===== src/rtl/id_ex_alu_stage_pkg.sv =====
// Shared constants for the ID/EX stage and the ALU control decoder:
// ALU operation codes, main-decoder ALUOp values, R-type funct codes, and control-bundle bit positions.
package id_ex_alu_stage_pkg;

  localparam logic [2:0] ALU_AND = 3'b000;
  localparam logic [2:0] ALU_OR  = 3'b001;
  localparam logic [2:0] ALU_ADD = 3'b010;
  localparam logic [2:0] ALU_XOR = 3'b011;
  localparam logic [2:0] ALU_NOR = 3'b100;
  localparam logic [2:0] ALU_SUB = 3'b110;
  localparam logic [2:0] ALU_SLT = 3'b111;

  localparam logic [1:0] ALUOP_MEM   = 2'b00;
  localparam logic [1:0] ALUOP_BEQ   = 2'b01;
  localparam logic [1:0] ALUOP_RTYPE = 2'b10;
  localparam logic [1:0] ALUOP_ORI   = 2'b11;

  localparam logic [5:0] FUNCT_ADD = 6'b100000;
  localparam logic [5:0] FUNCT_SUB = 6'b100010;
  localparam logic [5:0] FUNCT_AND = 6'b100100;
  localparam logic [5:0] FUNCT_OR  = 6'b100101;
  localparam logic [5:0] FUNCT_XOR = 6'b100110;
  localparam logic [5:0] FUNCT_NOR = 6'b100111;
  localparam logic [5:0] FUNCT_SLT = 6'b101010;

  // Bit positions within ctl_in/ctl_out = {branch, mem_read, mem_write, mem_to_reg, reg_write}
  localparam int CTL_W          = 5;
  localparam int CTL_REG_WRITE  = 0;
  localparam int CTL_MEM_TO_REG = 1;
  localparam int CTL_MEM_WRITE  = 2;
  localparam int CTL_MEM_READ   = 3;
  localparam int CTL_BRANCH     = 4;

endpackage


===== src/rtl/id_ex_alu_stage_if.sv =====
// Decode-side inputs and EX-side outputs of the ID/EX stage.
// The master modport is the environment and the slave modport is the stage.
interface id_ex_alu_stage_if #(
  parameter int DATA_W     = 32,
  parameter int REG_ADDR_W = 5
);
  logic                  in_valid;
  logic                  in_ready;
  logic                  flush;
  logic [DATA_W-1:0]     rs_data;
  logic [DATA_W-1:0]     rt_data;
  logic [DATA_W-1:0]     imm;
  logic                  alu_src;
  logic [1:0]            alu_op;
  logic [5:0]            funct;
  logic [REG_ADDR_W-1:0] rt_addr;
  logic [REG_ADDR_W-1:0] rd_addr;
  logic                  reg_dst;
  logic [4:0]            ctl_in;
  logic                  out_valid;
  logic                  out_ready;
  logic [DATA_W-1:0]     alu_a;
  logic [DATA_W-1:0]     alu_b;
  logic [2:0]            alu_control;
  logic [DATA_W-1:0]     store_data;
  logic [REG_ADDR_W-1:0] dest_addr;
  logic [4:0]            ctl_out;
  logic                  illegal;

  modport master (
    output in_valid, flush, rs_data, rt_data, imm, alu_src, alu_op, funct,
           rt_addr, rd_addr, reg_dst, ctl_in, out_ready,
    input  in_ready, out_valid, alu_a, alu_b, alu_control, store_data,
           dest_addr, ctl_out, illegal
  );

  modport slave (
    input  in_valid, flush, rs_data, rt_data, imm, alu_src, alu_op, funct,
           rt_addr, rd_addr, reg_dst, ctl_in, out_ready,
    output in_ready, out_valid, alu_a, alu_b, alu_control, store_data,
           dest_addr, ctl_out, illegal
  );
endinterface


===== src/rtl/id_ex_alu_stage_alu_ctl_decode.sv =====
// Combinational ALUOp/funct to 3-bit ALU control decoder.
// It is shared with the single-cycle datapath.
module alu_ctl_decode
  import id_ex_alu_stage_pkg::*;
(
  input  logic [1:0] alu_op_i,
  input  logic [5:0] funct_i,
  output logic [2:0] alu_control_o,
  output logic       illegal_o
);

  // Map ALUOp, and funct for R-type, to the ALU operation; unknown R-type funct is flagged
  always_comb begin
    alu_control_o = ALU_ADD;
    illegal_o     = 1'b0;
    case (alu_op_i)
      ALUOP_MEM: alu_control_o = ALU_ADD;
      ALUOP_BEQ: alu_control_o = ALU_SUB;
      ALUOP_ORI: alu_control_o = ALU_OR;
      ALUOP_RTYPE: begin
        case (funct_i)
          FUNCT_ADD: alu_control_o = ALU_ADD;
          FUNCT_SUB: alu_control_o = ALU_SUB;
          FUNCT_AND: alu_control_o = ALU_AND;
          FUNCT_OR:  alu_control_o = ALU_OR;
          FUNCT_XOR: alu_control_o = ALU_XOR;
          FUNCT_NOR: alu_control_o = ALU_NOR;
          FUNCT_SLT: alu_control_o = ALU_SLT;
          default: begin
            alu_control_o = ALU_ADD;
            illegal_o     = 1'b1;
          end
        endcase
      end
      default: begin
        alu_control_o = ALU_ADD;
        illegal_o     = 1'b0;
      end
    endcase
  end

endmodule


===== src/rtl/id_ex_alu_stage.sv =====
// ID/EX pipeline register in front of the ALU.
// It resolves operand/destination muxing and ALU control at capture and uses a main entry plus a skid entry.
module id_ex_alu_stage
  import id_ex_alu_stage_pkg::*;
#(
  parameter int DATA_W     = 32,
  parameter int REG_ADDR_W = 5
) (
  input  logic             clk,
  input  logic             rst_n,
  id_ex_alu_stage_if.slave bus
);

  typedef struct packed {
    logic [DATA_W-1:0]     alu_a;
    logic [DATA_W-1:0]     alu_b;
    logic [DATA_W-1:0]     store_data;
    logic [REG_ADDR_W-1:0] dest_addr;
    logic [CTL_W-1:0]      ctl;
    logic [2:0]            alu_control;
    logic                  illegal;
  } entry_t;

  entry_t main_q, main_d, skid_q, skid_d, in_entry_s;
  logic   main_vld_q, main_vld_d, skid_vld_q, skid_vld_d;
  logic   in_ready_s, accept_s, consume_s;
  logic [2:0] dec_ctrl_s;
  logic       dec_illegal_s;

  alu_ctl_decode u_alu_ctl_decode (
    .alu_op_i      (bus.alu_op),
    .funct_i       (bus.funct),
    .alu_control_o (dec_ctrl_s),
    .illegal_o     (dec_illegal_s)
  );

  // in_ready depends only on the skid register, so it never waits on out_ready
  assign in_ready_s = ~skid_vld_q;
  assign accept_s   = bus.in_valid & in_ready_s;
  assign consume_s  = main_vld_q & bus.out_ready;

  // Build the entry as it will be seen by EX
  always_comb begin
    in_entry_s.alu_a       = bus.rs_data;
    in_entry_s.alu_b       = bus.alu_src ? bus.imm : bus.rt_data;
    in_entry_s.store_data  = bus.rt_data;
    in_entry_s.dest_addr   = bus.reg_dst ? bus.rd_addr : bus.rt_addr;
    in_entry_s.ctl         = bus.ctl_in;
    in_entry_s.alu_control = dec_ctrl_s;
    in_entry_s.illegal     = dec_illegal_s;
  end

  // Main/skid next state; flush wins over everything and drops any offered input
  always_comb begin
    main_d     = main_q;
    skid_d     = skid_q;
    main_vld_d = main_vld_q;
    skid_vld_d = skid_vld_q;
    if (bus.flush) begin
      main_vld_d = 1'b0;
      skid_vld_d = 1'b0;
    end else if (consume_s) begin
      if (skid_vld_q) begin
        main_d     = skid_q;
        skid_vld_d = 1'b0;
      end else if (accept_s) begin
        main_d = in_entry_s;
      end else begin
        main_vld_d = 1'b0;
      end
    end else if (accept_s) begin
      if (!main_vld_q) begin
        main_d     = in_entry_s;
        main_vld_d = 1'b1;
      end else begin
        skid_d     = in_entry_s;
        skid_vld_d = 1'b1;
      end
    end else begin
      main_vld_d = main_vld_q;
    end
  end

  // State registers with asynchronous clear
  always_ff @(posedge clk or negedge rst_n) begin
    if (!rst_n) begin
      main_q     <= '0;
      skid_q     <= '0;
      main_vld_q <= 1'b0;
      skid_vld_q <= 1'b0;
    end else begin
      main_q     <= main_d;
      skid_q     <= skid_d;
      main_vld_q <= main_vld_d;
      skid_vld_q <= skid_vld_d;
    end
  end

  assign bus.in_ready    = in_ready_s;
  assign bus.out_valid   = main_vld_q;
  assign bus.alu_a       = main_q.alu_a;
  assign bus.alu_b       = main_q.alu_b;
  assign bus.store_data  = main_q.store_data;
  assign bus.dest_addr   = main_q.dest_addr;
  assign bus.ctl_out     = main_q.ctl;
  assign bus.alu_control = main_q.alu_control;
  assign bus.illegal     = main_q.illegal;

endmodule


===== src/flat_wrapper.sv =====
// flat-port wrapper written by rule: the top's interface ports become plain ports
module id_ex_alu_stage_flat import id_ex_alu_stage_pkg::*;
#(
  parameter int DATA_W     = 32,
  parameter int REG_ADDR_W = 5
)
  (clk, rst_n, bus_in_valid, bus_flush, bus_rs_data, bus_rt_data, bus_imm, bus_alu_src, bus_alu_op, bus_funct, bus_rt_addr, bus_rd_addr, bus_reg_dst, bus_ctl_in, bus_out_ready, bus_in_ready, bus_out_valid, bus_alu_a, bus_alu_b, bus_alu_control, bus_store_data, bus_dest_addr, bus_ctl_out, bus_illegal);
  id_ex_alu_stage_if #(.DATA_W(DATA_W), .REG_ADDR_W(REG_ADDR_W)) bus_i ();
  input  logic clk;
  input  logic rst_n;
  input wire logic [$bits(bus_i.in_valid)-1:0] bus_in_valid;
  input wire logic [$bits(bus_i.flush)-1:0] bus_flush;
  input wire logic [$bits(bus_i.rs_data)-1:0] bus_rs_data;
  input wire logic [$bits(bus_i.rt_data)-1:0] bus_rt_data;
  input wire logic [$bits(bus_i.imm)-1:0] bus_imm;
  input wire logic [$bits(bus_i.alu_src)-1:0] bus_alu_src;
  input wire logic [$bits(bus_i.alu_op)-1:0] bus_alu_op;
  input wire logic [$bits(bus_i.funct)-1:0] bus_funct;
  input wire logic [$bits(bus_i.rt_addr)-1:0] bus_rt_addr;
  input wire logic [$bits(bus_i.rd_addr)-1:0] bus_rd_addr;
  input wire logic [$bits(bus_i.reg_dst)-1:0] bus_reg_dst;
  input wire logic [$bits(bus_i.ctl_in)-1:0] bus_ctl_in;
  input wire logic [$bits(bus_i.out_ready)-1:0] bus_out_ready;
  output wire logic [$bits(bus_i.in_ready)-1:0] bus_in_ready;
  output wire logic [$bits(bus_i.out_valid)-1:0] bus_out_valid;
  output wire logic [$bits(bus_i.alu_a)-1:0] bus_alu_a;
  output wire logic [$bits(bus_i.alu_b)-1:0] bus_alu_b;
  output wire logic [$bits(bus_i.alu_control)-1:0] bus_alu_control;
  output wire logic [$bits(bus_i.store_data)-1:0] bus_store_data;
  output wire logic [$bits(bus_i.dest_addr)-1:0] bus_dest_addr;
  output wire logic [$bits(bus_i.ctl_out)-1:0] bus_ctl_out;
  output wire logic [$bits(bus_i.illegal)-1:0] bus_illegal;
  assign bus_i.in_valid = bus_in_valid;
  assign bus_i.flush = bus_flush;
  assign bus_i.rs_data = bus_rs_data;
  assign bus_i.rt_data = bus_rt_data;
  assign bus_i.imm = bus_imm;
  assign bus_i.alu_src = bus_alu_src;
  assign bus_i.alu_op = bus_alu_op;
  assign bus_i.funct = bus_funct;
  assign bus_i.rt_addr = bus_rt_addr;
  assign bus_i.rd_addr = bus_rd_addr;
  assign bus_i.reg_dst = bus_reg_dst;
  assign bus_i.ctl_in = bus_ctl_in;
  assign bus_i.out_ready = bus_out_ready;
  assign bus_in_ready = bus_i.in_ready;
  assign bus_out_valid = bus_i.out_valid;
  assign bus_alu_a = bus_i.alu_a;
  assign bus_alu_b = bus_i.alu_b;
  assign bus_alu_control = bus_i.alu_control;
  assign bus_store_data = bus_i.store_data;
  assign bus_dest_addr = bus_i.dest_addr;
  assign bus_ctl_out = bus_i.ctl_out;
  assign bus_illegal = bus_i.illegal;
  id_ex_alu_stage #(.DATA_W(DATA_W), .REG_ADDR_W(REG_ADDR_W)) u_core (.clk(clk), .rst_n(rst_n), .bus(bus_i));
endmodule

===== config.mk =====
export PLATFORM = sky130hd
export DESIGN_NAME = id_ex_alu_stage_flat
export DESIGN_NICKNAME = d
export VERILOG_FILES = /design/src/rtl/id_ex_alu_stage_pkg.sv /design/src/rtl/id_ex_alu_stage_if.sv /design/src/rtl/id_ex_alu_stage_alu_ctl_decode.sv /design/src/rtl/id_ex_alu_stage.sv /design/src/flat_wrapper.sv
export SDC_FILE = /design/constraint.sdc
export NUM_CORES = 1
export LEC_CHECK = 0
export CAP_MARGIN = 20
export CORE_MARGIN = 1
export CORE_UTILIZATION = 40
export CTS_BUF_LIST = sky130_fd_sc_hd__clkbuf_4
export DETAILED_ROUTE_END_ITERATION = 8
export PLACE_DENSITY_LB_ADDON = 0.3
export SYNTH_ARGS = -nofsm -noshare
export SYNTH_HDL_FRONTEND = slang
export SYNTH_SLANG_ARGS = --single-unit

===== constraint.sdc =====
create_clock -name clk -period 2.6 [get_ports clk]
set_input_delay 0.52 -clock clk [delete_from_list [all_inputs] [get_ports clk]]
set_output_delay 0.52 -clock clk [all_outputs]
set_load 0.02 [all_outputs]

==> results of run 1 <==
metrics by stage:
stage / area, um2 / power [mW] / cells
3_5_place_dp: 12500 / 7.620 / 1458
6_report: 13160 / 10.31 / 1554
3_3_place_gp: 12500 / 7.539 / 1458
2_1_floorplan: 9732 / 6.211 / 954
5_1_grt: 13160 / 10.92 / 1553
4_1_cts: 13150 / 10.44 / 1550
kinds of logic after synthesis:
family / after synthesis
buffers and inverters: 75
AOI/OAI and AO/OA: 200
DFF: 222
xor gates and xnor gates: 1
and+or+nand+nor: 349
muxes: 107
synthesized netlist by cell type (all sizes together) (2+ instances only):
cell type	count
nor2	108
dfrtp	222
a31oi	69
o221ai	2
a21oi	42
inv	5
o21ai	81
buf	19
mux2	69
nand2b	3
mux2i	38
nand3	3
nor2b	5
a41oi	2
clkbuf	51
o211ai	2
nand2	223
flip-flops by register name, indices dropped and copies added (netlist names):
register	count
u_core.bus.dest_addr	5
u_core.bus.store_data	32
u_core.bus.alu_control	3
u_core.bus.illegal	1
u_core.bus.ctl_out	5
u_core.bus.alu_b	32
u_core.bus.out_valid	1
u_core.skid_q	110
u_core.bus.alu_a	32
u_core.skid_vld_q	1
layout make-up:
| cell class | count | area share, % |
|---|---|---|
| antenna | 4 | 0.07605 |
| clock buffer | 80 | 4.563 |
| clock inverter | 11 | 0.3327 |
| inverter | 5 | 0.1426 |
| multi-input combinational | 657 | 29.38 |
| sequential | 222 | 42.21 |
| tap | 319 | 3.032 |
| timing repair buffer | 256 | 20.27 |
how the worst max path moves through the flow:
stage	end	from	slack [ps]
2_1_floorplan	u_core.skid_q[100]$_DFFE_PN0P_	u_core.skid_vld_q$_DFFE_PN0P_	690
3_3_place_gp	u_core.skid_q[101]$_DFFE_PN0P_	bus_in_valid	210
3_5_place_dp	u_core.skid_q[105]$_DFFE_PN0P_	bus_in_valid	190
4_1_cts	bus_in_ready	u_core.skid_vld_q$_DFFE_PN0P_	190
5_1_grt	bus_in_ready	u_core.skid_vld_q$_DFFE_PN0P_	140
6_report	bus_in_ready	u_core.skid_vld_q$_DFFE_PN0P_	250
layer usage:
layer	vias to the layer above	global-route usage (%)	share of wire, %
li1	3759	-	-
met5	-	0	0
met2	226	31.15	46
met1	3648	27.20	46
met4	0	5.907	1.6
met3	36	5.201	7.1
report_power, final:
group          leakage (nW)  internal (mW)  switching (mW)
logic                  2.91           1.48            1.29
registers              2.66           4.29           0.481
clock network         0.390           1.39            1.37
total                  5.96           7.16            3.14
==> results.md, run 1 <==
- Status: completed
- Max IR drop VDD: 0.0003423 V
- RSZ-0062 raised after global routing: no
- Critical path peak fanout: 9
- Synth Flop Type: dfrtp_1
- Hold slack: 450.1 ps
- Total grt overflow: 0
- Sum of negative setup slack: 0 ps
- Leakage: 5.963 nW
- Detailed placement HPWL: 15,570 um
- Netlist cell types: 32
- Core area: 23,680 um2
- Synth Instances: 954
- Syn_area_per_cell: 10.20 um2
- Reg-to-reg endpoint: u_core.skid_q[101]$_DFFE_PN0P_
- H-tree levels: 2
- Cts-stage hold buffer count: 1
- Power Dens Cells: 783.2 nW/um2
- DRT iter0 DRCs: 377
- DRC violations left: 0
- Most common cell after layout, fill and taps aside: clkdlybuf4s50_1
- Max incr delay on CP: 610 ps
- R2r setup slk: 570 ps
- Vias per cell: 4.935
- Clock root cell: clkbuf_4
- Resize count post-CTS: 0
- Final Setup Violations: 0
- FF+latch count, synth: 222
- Critical path arrival: 1830 ps
- Final worst path period share: 90.19%
- Critical path buffers and inverters: 2
- Worst reg2reg path startpoint: u_core.skid_vld_q$_DFFE_PN0P_
- Die H: 158.0 um
- Largest net degree at the start of global routing: 81
- R2R cell count: 4
- Die area: 24,960 um2
- Vias in the first global route: 7,828
- Layout Nets: 1,326
- Post-Synth Simple-Gate Area: 14.05%
- Rel. slew slack: 60.70%
- Max stage delay cell, worst path: clkdlybuf4s50_1
- Sequential cell area: 5555 um2
- YS warnings: 0
- CP startpoint kind: register
- DRT Pass-1 Iters: 4
- Register area share after synthesis: 57.08%
- Clk sinks: 222
- F_max: 426.4 MHz
- Final min period: 2345 ps
- Crit path capture type: output port
- Syn_nets: 1,080
- Cell area after synthesis: 9732 um2
- Multi-input logic area: 3867 um2
- Clock Latency Late Sink: 650 ps
- DR vias: 7,669
- Actual slew at the worst max-slew pin: 589.5 ps
- CTS tree: yes
- Largest family of logic cells by synthesized area: simple AND/OR/NAND/NOR gates
- Adder-cell share of the synthesized area: 0%
- Post-layout utilization of the core: 55.58%
- Most frequent cells in the layout: clkdlybuf4s50_1, nand2_1, dfrtp_1, nor2_1, o21ai_0
- Compound-Gate Fraction of Synth Area: 11.47%
- Cell row count: 56
- Post-Route WL: 24,200 um
- Initial antenna violation count: 2
- Tot GR Track Use: 19.94%
- First-pass GRT wire length: 39,410 um
- Min-Delay Path Class: primary input to asynchronous set/reset pin
- Yosys top cell area share: 57.08%
- Required @ worst endpoint: 2080 ps
- CP delay by family, top: buffers and inverters
- I/O pin cnt: 238
- Post-CTS Setup Repair Bufs: 0
- Share of cells above drive strength 1: 14.38%
- Initial Util: 41.09%
- CP Depth: 2
- Crit Path Category: register to output port
- WL per Instance: 15.57 um
- Post-route clock skew: 21.10 ps
- Dominant cell type by area after synthesis: dfrtp_1
- Final setup margin: 254.9 ps
- Die span in x: 158.0 um
- GPL Wtd Cong: 0.7862
- FFs w/ async S/R, synth: 100.0%
- CTS Buffer Depth: 3
- Count of input and output buffers: 237
- Proportion of synthesized area in mux cells: 13.74%
- Fin. max-slew vios: 0
- Max_cap viols: 0
- Reg clk slew, reported paths: 70 ps
- Worst path cell trace: inv_1 > clkdlybuf4s50_1
- Dpl ws: 192.1 ps
- EDFF count, synth: 0
- Post-DRT Antenna Nets: 0
- Final hold viol count: 0
- Area contributors post-synth: dfrtp_1, nand2_1, mux2_4, a31oi_1, nor2_1
- Area growth syn-to-layout: 35.25%
- FILL cells: 2,139
- Total CTS buffers: 58
- Xor and xnor area share after synthesis: 0.09000%
No activity file was read; power rests on OpenSTA's default activity.
==> run 2, diff against run 1 <==
- CTS_CLUSTER_DIAMETER: unset -> 200
==> results of run 2 <==
Final layout, timing and power as in run 1 (identical DEF).
